[config.mk]
export PLATFORM = sky130hd
export DESIGN_NAME = id_ex_stage
export DESIGN_NICKNAME = d
export VERILOG_FILES = /design/src/rtl/mips_pkg.sv /design/src/rtl/pipe_skid_buf.sv /design/src/rtl/id_ex_stage.sv
export SDC_FILE = /design/constraint.sdc
export NUM_CORES = 1
export LEC_CHECK = 0
export BUFFER_PORTS_ARGS = -buffer_cell sky130_fd_sc_hd__buf_2
export CELL_PAD_IN_SITES_DETAIL_PLACEMENT = 1
export CELL_PAD_IN_SITES_GLOBAL_PLACEMENT = 2
export CORE_ASPECT_RATIO = 1.4
export CORE_MARGIN = 1
export CORE_UTILIZATION = 27
export DETAILED_ROUTE_END_ITERATION = 10
export PLACE_DENSITY_LB_ADDON = 0.25
export REMOVE_ABC_BUFFERS = 1
export SYNTH_ARGS = -nofsm -noshare
export SYNTH_HDL_FRONTEND = slang
export SYNTH_SLANG_ARGS = --single-unit
[constraint.sdc]
create_clock -name clk -period 1.7 [get_ports clk]
set_clock_uncertainty 0.15 [all_clocks]
set_input_delay 0.085 -clock clk [delete_from_list [all_inputs] [get_ports clk]]
set_output_delay 0.085 -clock clk [all_outputs]
set_load 0.005 [all_outputs]
[src/rtl/mips_pkg.sv]
// Shared MIPS pipeline definitions: default widths, instruction field positions,
// the ID/EX payload layout and the pipeline-stage occupancy states.
package mips_pkg;

  localparam int DEF_DATA_W = 32;
  localparam int DEF_REG_AW = 5;
  localparam int DEF_CTRL_W = 8;

  localparam int RS_HI = 25;
  localparam int RS_LO = 21;
  localparam int RT_HI = 20;
  localparam int RT_LO = 16;
  localparam int RD_HI = 15;
  localparam int RD_LO = 11;
  localparam int SH_HI = 10;
  localparam int SH_LO = 6;

  typedef struct packed {
    logic [DEF_DATA_W-1:0] cur_pc;
    logic [DEF_DATA_W-1:0] next_pc;
    logic [DEF_DATA_W-1:0] rd1;
    logic [DEF_DATA_W-1:0] rd2;
    logic [DEF_DATA_W-1:0] imm;
    logic [DEF_DATA_W-1:0] instr;
    logic [DEF_CTRL_W-1:0] ctrl;
  } id_ex_payload_t;

  typedef enum logic [1:0] {
    EMPTY = 2'd0,
    MAIN  = 2'd1,
    FULL  = 2'd2
  } stage_state_e;

endpackage

[src/rtl/pipe_skid_buf.sv]
// Generic valid/ready pipeline register over a flat payload; with SKID_EN=1 a second
// entry absorbs one transfer so in_ready can come straight from a flop.
module pipe_skid_buf #(
  parameter int W       = 32,
  parameter bit SKID_EN = 1'b1
) (
  input  logic         clk,
  input  logic         rst_n,
  input  logic         flush,
  input  logic         in_valid,
  output logic         in_ready,
  input  logic [W-1:0] in_data,
  output logic         out_valid,
  input  logic         out_ready,
  output logic [W-1:0] out_data
);
  import mips_pkg::*;

  stage_state_e state_r;
  stage_state_e state_nx_s;
  logic [W-1:0] main_r;
  logic [W-1:0] skid_data_s;
  logic         accept_s;
  logic         release_s;
  logic         load_in_s;
  logic         load_skid_s;
  logic         pop_skid_s;

  assign accept_s  = in_valid & in_ready;
  assign release_s = out_valid & out_ready;
  assign out_valid = (state_r != EMPTY);
  assign out_data  = main_r;

  // Occupancy next-state and datapath steering; flush overrides every handshake.
  always_comb begin
    state_nx_s  = state_r;
    load_in_s   = 1'b0;
    load_skid_s = 1'b0;
    pop_skid_s  = 1'b0;
    if (flush) begin
      state_nx_s = EMPTY;
    end else begin
      case (state_r)
        EMPTY: begin
          if (accept_s) begin
            state_nx_s = MAIN;
            load_in_s  = 1'b1;
          end else begin
            state_nx_s = EMPTY;
          end
        end
        MAIN: begin
          if (accept_s && release_s) begin
            load_in_s = 1'b1;
          end else if (accept_s) begin
            state_nx_s  = FULL;
            load_skid_s = 1'b1;
          end else if (release_s) begin
            state_nx_s = EMPTY;
          end else begin
            state_nx_s = MAIN;
          end
        end
        FULL: begin
          if (release_s) begin
            state_nx_s = MAIN;
            pop_skid_s = 1'b1;
          end else begin
            state_nx_s = FULL;
          end
        end
        default: state_nx_s = EMPTY;
      endcase
    end
  end

  // State and output entry registers; main always holds the oldest instruction.
  always_ff @(posedge clk) begin
    if (!rst_n) begin
      state_r <= EMPTY;
      main_r  <= '0;
    end else begin
      state_r <= state_nx_s;
      if (load_in_s) begin
        main_r <= in_data;
      end else if (pop_skid_s) begin
        main_r <= skid_data_s;
      end
    end
  end

  if (SKID_EN) begin : g_skid
    logic [W-1:0] skid_r;
    logic         in_ready_r;

    // Skid entry plus registered ready, derived from next occupancy so out_ready never reaches in_ready.
    always_ff @(posedge clk) begin
      if (!rst_n) begin
        skid_r     <= '0;
        in_ready_r <= 1'b1;
      end else begin
        in_ready_r <= (state_nx_s != FULL);
        if (load_skid_s) begin
          skid_r <= in_data;
        end
      end
    end

    assign skid_data_s = skid_r;
    assign in_ready    = in_ready_r;
  end else begin : g_no_skid
    assign skid_data_s = '0;
    assign in_ready    = ~out_valid | out_ready;
  end

endmodule

[src/rtl/id_ex_stage.sv]
// ID/EX pipeline stage: carries the decoded instruction to EX through a valid/ready
// buffer, exposes register fields of the held instruction and counts stall cycles.
module id_ex_stage #(
  parameter int DATA_W  = mips_pkg::DEF_DATA_W,
  parameter int REG_AW  = mips_pkg::DEF_REG_AW,
  parameter int CTRL_W  = mips_pkg::DEF_CTRL_W,
  parameter bit SKID_EN = 1'b1,
  parameter int CNT_W   = 16
) (
  input  logic              clk,
  input  logic              rst_n,
  input  logic              in_valid,
  output logic              in_ready,
  input  logic [DATA_W-1:0] cur_pc_in,
  input  logic [DATA_W-1:0] next_pc_in,
  input  logic [DATA_W-1:0] rd1_in,
  input  logic [DATA_W-1:0] rd2_in,
  input  logic [DATA_W-1:0] imm_in,
  input  logic [DATA_W-1:0] instr_in,
  input  logic [CTRL_W-1:0] ctrl_in,
  input  logic              flush,
  output logic              out_valid,
  input  logic              out_ready,
  output logic [DATA_W-1:0] cur_pc_out,
  output logic [DATA_W-1:0] next_pc_out,
  output logic [DATA_W-1:0] rd1_out,
  output logic [DATA_W-1:0] rd2_out,
  output logic [DATA_W-1:0] imm_out,
  output logic [DATA_W-1:0] instr_out,
  output logic [CTRL_W-1:0] ctrl_out,
  output logic [REG_AW-1:0] rs_out,
  output logic [REG_AW-1:0] rt_out,
  output logic [REG_AW-1:0] rd_out,
  output logic [REG_AW-1:0] shamt_out,
  output logic [CNT_W-1:0]  stall_cnt
);
  import mips_pkg::*;

  // Same layout as id_ex_payload_t, but sized by this instance's parameters.
  typedef struct packed {
    logic [DATA_W-1:0] cur_pc;
    logic [DATA_W-1:0] next_pc;
    logic [DATA_W-1:0] rd1;
    logic [DATA_W-1:0] rd2;
    logic [DATA_W-1:0] imm;
    logic [DATA_W-1:0] instr;
    logic [CTRL_W-1:0] ctrl;
  } stage_payload_t;

  localparam int PAY_W = $bits(stage_payload_t);

  stage_payload_t   in_pay_s;
  stage_payload_t   out_pay_s;
  logic [CNT_W-1:0] stall_cnt_r;

  assign in_pay_s = '{cur_pc: cur_pc_in, next_pc: next_pc_in, rd1: rd1_in, rd2: rd2_in,
                      imm: imm_in, instr: instr_in, ctrl: ctrl_in};

  pipe_skid_buf #(
    .W       (PAY_W),
    .SKID_EN (SKID_EN)
  ) u_buf (
    .clk       (clk),
    .rst_n     (rst_n),
    .flush     (flush),
    .in_valid  (in_valid),
    .in_ready  (in_ready),
    .in_data   (in_pay_s),
    .out_valid (out_valid),
    .out_ready (out_ready),
    .out_data  (out_pay_s)
  );

  assign cur_pc_out  = out_pay_s.cur_pc;
  assign next_pc_out = out_pay_s.next_pc;
  assign rd1_out     = out_pay_s.rd1;
  assign rd2_out     = out_pay_s.rd2;
  assign imm_out     = out_pay_s.imm;
  assign instr_out   = out_pay_s.instr;
  assign ctrl_out    = out_pay_s.ctrl;

  // Fields are slices of the registered instruction, so they move with instr_out.
  assign rs_out    = out_pay_s.instr[RS_HI:RS_LO];
  assign rt_out    = out_pay_s.instr[RT_HI:RT_LO];
  assign rd_out    = out_pay_s.instr[RD_HI:RD_LO];
  assign shamt_out = out_pay_s.instr[SH_HI:SH_LO];

  // Saturating count of cycles EX refused a valid instruction; only reset clears it.
  always_ff @(posedge clk) begin
    if (!rst_n) begin
      stall_cnt_r <= '0;
    end else if (out_valid && !out_ready && (stall_cnt_r != {CNT_W{1'b1}})) begin
      stall_cnt_r <= stall_cnt_r + {{(CNT_W-1){1'b0}}, 1'b1};
    end
  end

  assign stall_cnt = stall_cnt_r;

endmodule

==> reports/metrics.cfg <==
[run_status]
outcome=finished, violations left
violations=setup timing

[setup_path]
path_class=reg -> reg
cp_max_fo=8
end_kind=register
cp_cell_sequence=and4bb_2 > a21oi_4 > buf_6 > buf_12 > clkbuf_16 > nand2_1 > a21oi_1
rr_endpoint=u_buf.out_data[171]$_SDFFE_PN0P_
rrSetupSlack_ns=-0.08
crit_required_ns=2.04
crit_arrival_ns=2.12
cpPeakStageDelay_ns=0.34
worstSetupStartpoint=u_buf.state_r[1]$_SDFF_PN0_
crit_end=u_buf.out_data[171]$_SDFFE_PN0P_
startpoint_type=register
crit_slowest_cell=dfxtp_2
r2r_start=u_buf.state_r[1]$_SDFF_PN0_
reg2regPathDepth=7

[clock_network]
cts_root_buf=clkbuf_16
worstSkewPairLatency_ns=0.56
cts_buffers=46
ctsLongestPathBuffers=3
htree_levels=2
clk_pin_slew_ns=0.06
clock-sinks=419
cts_tree=yes

[timing]
setup_viol=113
tns_ns=-3.00
report.final.slew_viol_count=0
min_period_ns=1.78
clock.fmax_mhz=560
finalCritPeriodShare_pct=105
grt_setup_unrepaired=true
worstMarginPinSlew_ns=0.467
hold_viol=0
slew_headroom_pct=68.9
timing.hold.ws_ns=0.163
worst_slack_ns=-0.0847

[floorplanning]
ios=443
die_y_um=287
die_area_um2=58800
die_w_um=205
core_um2=56800
start_util_pct=27.5
rows=103

[pwr]
cell_internal_pwr_mw=17.4
swShare_pct=24.1
p_seq_share_pct=44.6
combPwrFrac_pct=10.4
p_leak_nw=9.85
finalPower_mw=23.0
power.density_nw_per_um2=930
ir_worst_vdd_uv=840
pwr-share-clk_pct=45.0
switching_power_mw=5.53

[routing]
wl_per_cell_um=19.4
avgViaCountPerCell=4.91
drc=0
via_count=16540
first_pass_iters=5
ant_nets=0
drtIter0Drc=666
wirelength_mm=65.3

[synthesis]
ys_types=39
synthesis.area_um2=15600
syn_avg_cell_area_um2=8.24
synth_warnings=0
synth_top_area_share_pct=53.7
synth_common_cells=nand2_1 (613), dfxtp_1 (419), a21oi_1 (413), a22oi_1 (200), clkbuf_1 (84)
async_flop_share_pct=0
post-synth-top-count-cell=nand2_1
post_synth_inst_count=1896
ys_seq_area_share_pct=53.7
synth_top_area_cell=dfxtp_1
synth-edff-count=0
ys.flop_type=dfxtp_1
ys_seq_elements=419
synth.area.top_cells=dfxtp_1 (54%), nand2_1 (15%), a21oi_1 (13%)

[layout]
fill_cells=6634
diodes=0
area_growth_pct=58.1
finalInstanceArea_um2=24700
drive_above_1_share_pct=29.8
nets=2801

[run]
maxCapViolCount=0

[placed_design]
io_buffers=442
place_area_um2=19500
routabilityCongestion=0.755
dpl.hpwl_mm=40.6
pre_cts_slack_ns=-0.0854

[grt]
grt_pass1_vias=16927
grt_overflow_total=0
track_usage_pct=20.2
grt_pass1_wl_mm=94.2
antenna_found_initial=0
grt_max_degree=60

[hold_path]
hp-class=in -> reg

==> registers in the layout (all words and copies together), names as in the netlist <==
name	cells
stall_cnt	16
u_buf.g_skid.skid_r	200
u_buf.in_ready	1
u_buf.out_data	200
u_buf.state_r	2
==> through the flow <==
step	util, %	cells
final	43.4	3366
after global routing	43.4	3366
after CTS	41.8	3336
after detailed placement	34.4	3019
after global placement	34.4	3019
after floorplan	-	1718
==> power groups by stage <==
stage                     registers (mW)  clock network, mW  logic (mW)
after detailed placement            10.5                  0        1.74
after global placement              10.4                  0        1.71
final                               10.2               10.3        2.38
after floorplan                     10.5                  0       0.660
after CTS                           10.2               10.6        2.30
after global routing                10.3               11.0        2.57
==> timing repair <==
action	4_1_cts	5_1_grt
endpoints found under the setup margin	239	373
resized for setup	64	69
gates cloned	9	25
hold endpoints to repair	411	0
setup buffers	22	8
hold buffers	204	0
pin swaps	106	33
==> final cells by class <==
type	count	area, um2	share of cell area (%)
Sequential cell	419	8400	34.0
Timing Repair Buffer	828	7050	28.6
Multi-Input combinational cell	1297	6750	27.3
Clock buffer	74	1450	5.87
Tap cell	735	920	3.73
Clock inverter	10	103	0.416
Inverter	3	18.8	0.0760
==> how the worst min path moves through the flow <==
stage / from / to / slack [ns] / depth (start not counted)
after detailed placement: next_pc_in[17] / u_buf.g_skid.skid_r[153]$_SDFFE_PN0P_ / 0.19 / 3
after global placement: imm_in[1] / u_buf.g_skid.skid_r[41]$_SDFFE_PN0P_ / 0.19 / 3
final: cur_pc_in[24] / u_buf.g_skid.skid_r[192]$_SDFFE_PN0P_ / 0.16 / 4
after global routing: next_pc_in[23] / u_buf.g_skid.skid_r[159]$_SDFFE_PN0P_ / 0.15 / 4
after CTS: instr_in[18] / u_buf.g_skid.skid_r[26]$_SDFFE_PN0P_ / 0.12 / 4
after floorplan: out_ready / u_buf.state_r[1]$_SDFF_PN0_ / 0.01 / 1
==> routing by layer <==
metal  share of wire [%]  up-vias  global-route usage, %
met5                   0        -                      0
met4                 3.2        0                   7.39
met3                 4.5      101                   3.72
met2                  52      391                   37.4
met1                  41     8130                   22.7
li1                    -     7918                      -
==> worst max-delay path: cells and delay by family, from the launching register on <==
| kind | cells | cell delay [ns] |
|---|---|---|
| and+or+nand+nor | 2 | 0.32 |
| buffers and inverters | 3 | 0.55 |
| AOI/OAI and AO/OA | 2 | 0.34 |
| DFF | 1 | 0.34 |
==> cells in the final DEF (no fill, tap or decap), types with 7 or more instances in the layout <==
cell             n
clkbuf_1        12
buf_6           18
buf_12          49
a21oi_1        376
dlygate4sd3_1  204
buf_4           73
buf_2          441
dfxtp_1        412
nand2_2         11
clkinv_2         7
a22oi_1        197
buf_16          14
nand2_1        600
clkbuf_8        13
clkbuf_16       72
a21oi_2         36
==> cell families (layout without fill, tap and decap cells) <==
logic type / after synthesis / count (layout) / synth area share, %
simple gates: 661 / 662 / 16.8
fa+ha+maj: 1 / 1 / 0.0801
mux: 3 / 3 / 0.192
compound gates: 630 / 630 / 23.8
buf+inv: 181 / 915 / 5.42
xor+xnor: 1 / 1 / 0.0561
flops: 419 / 419 / 53.7
(Power assumes the default switching activity.)
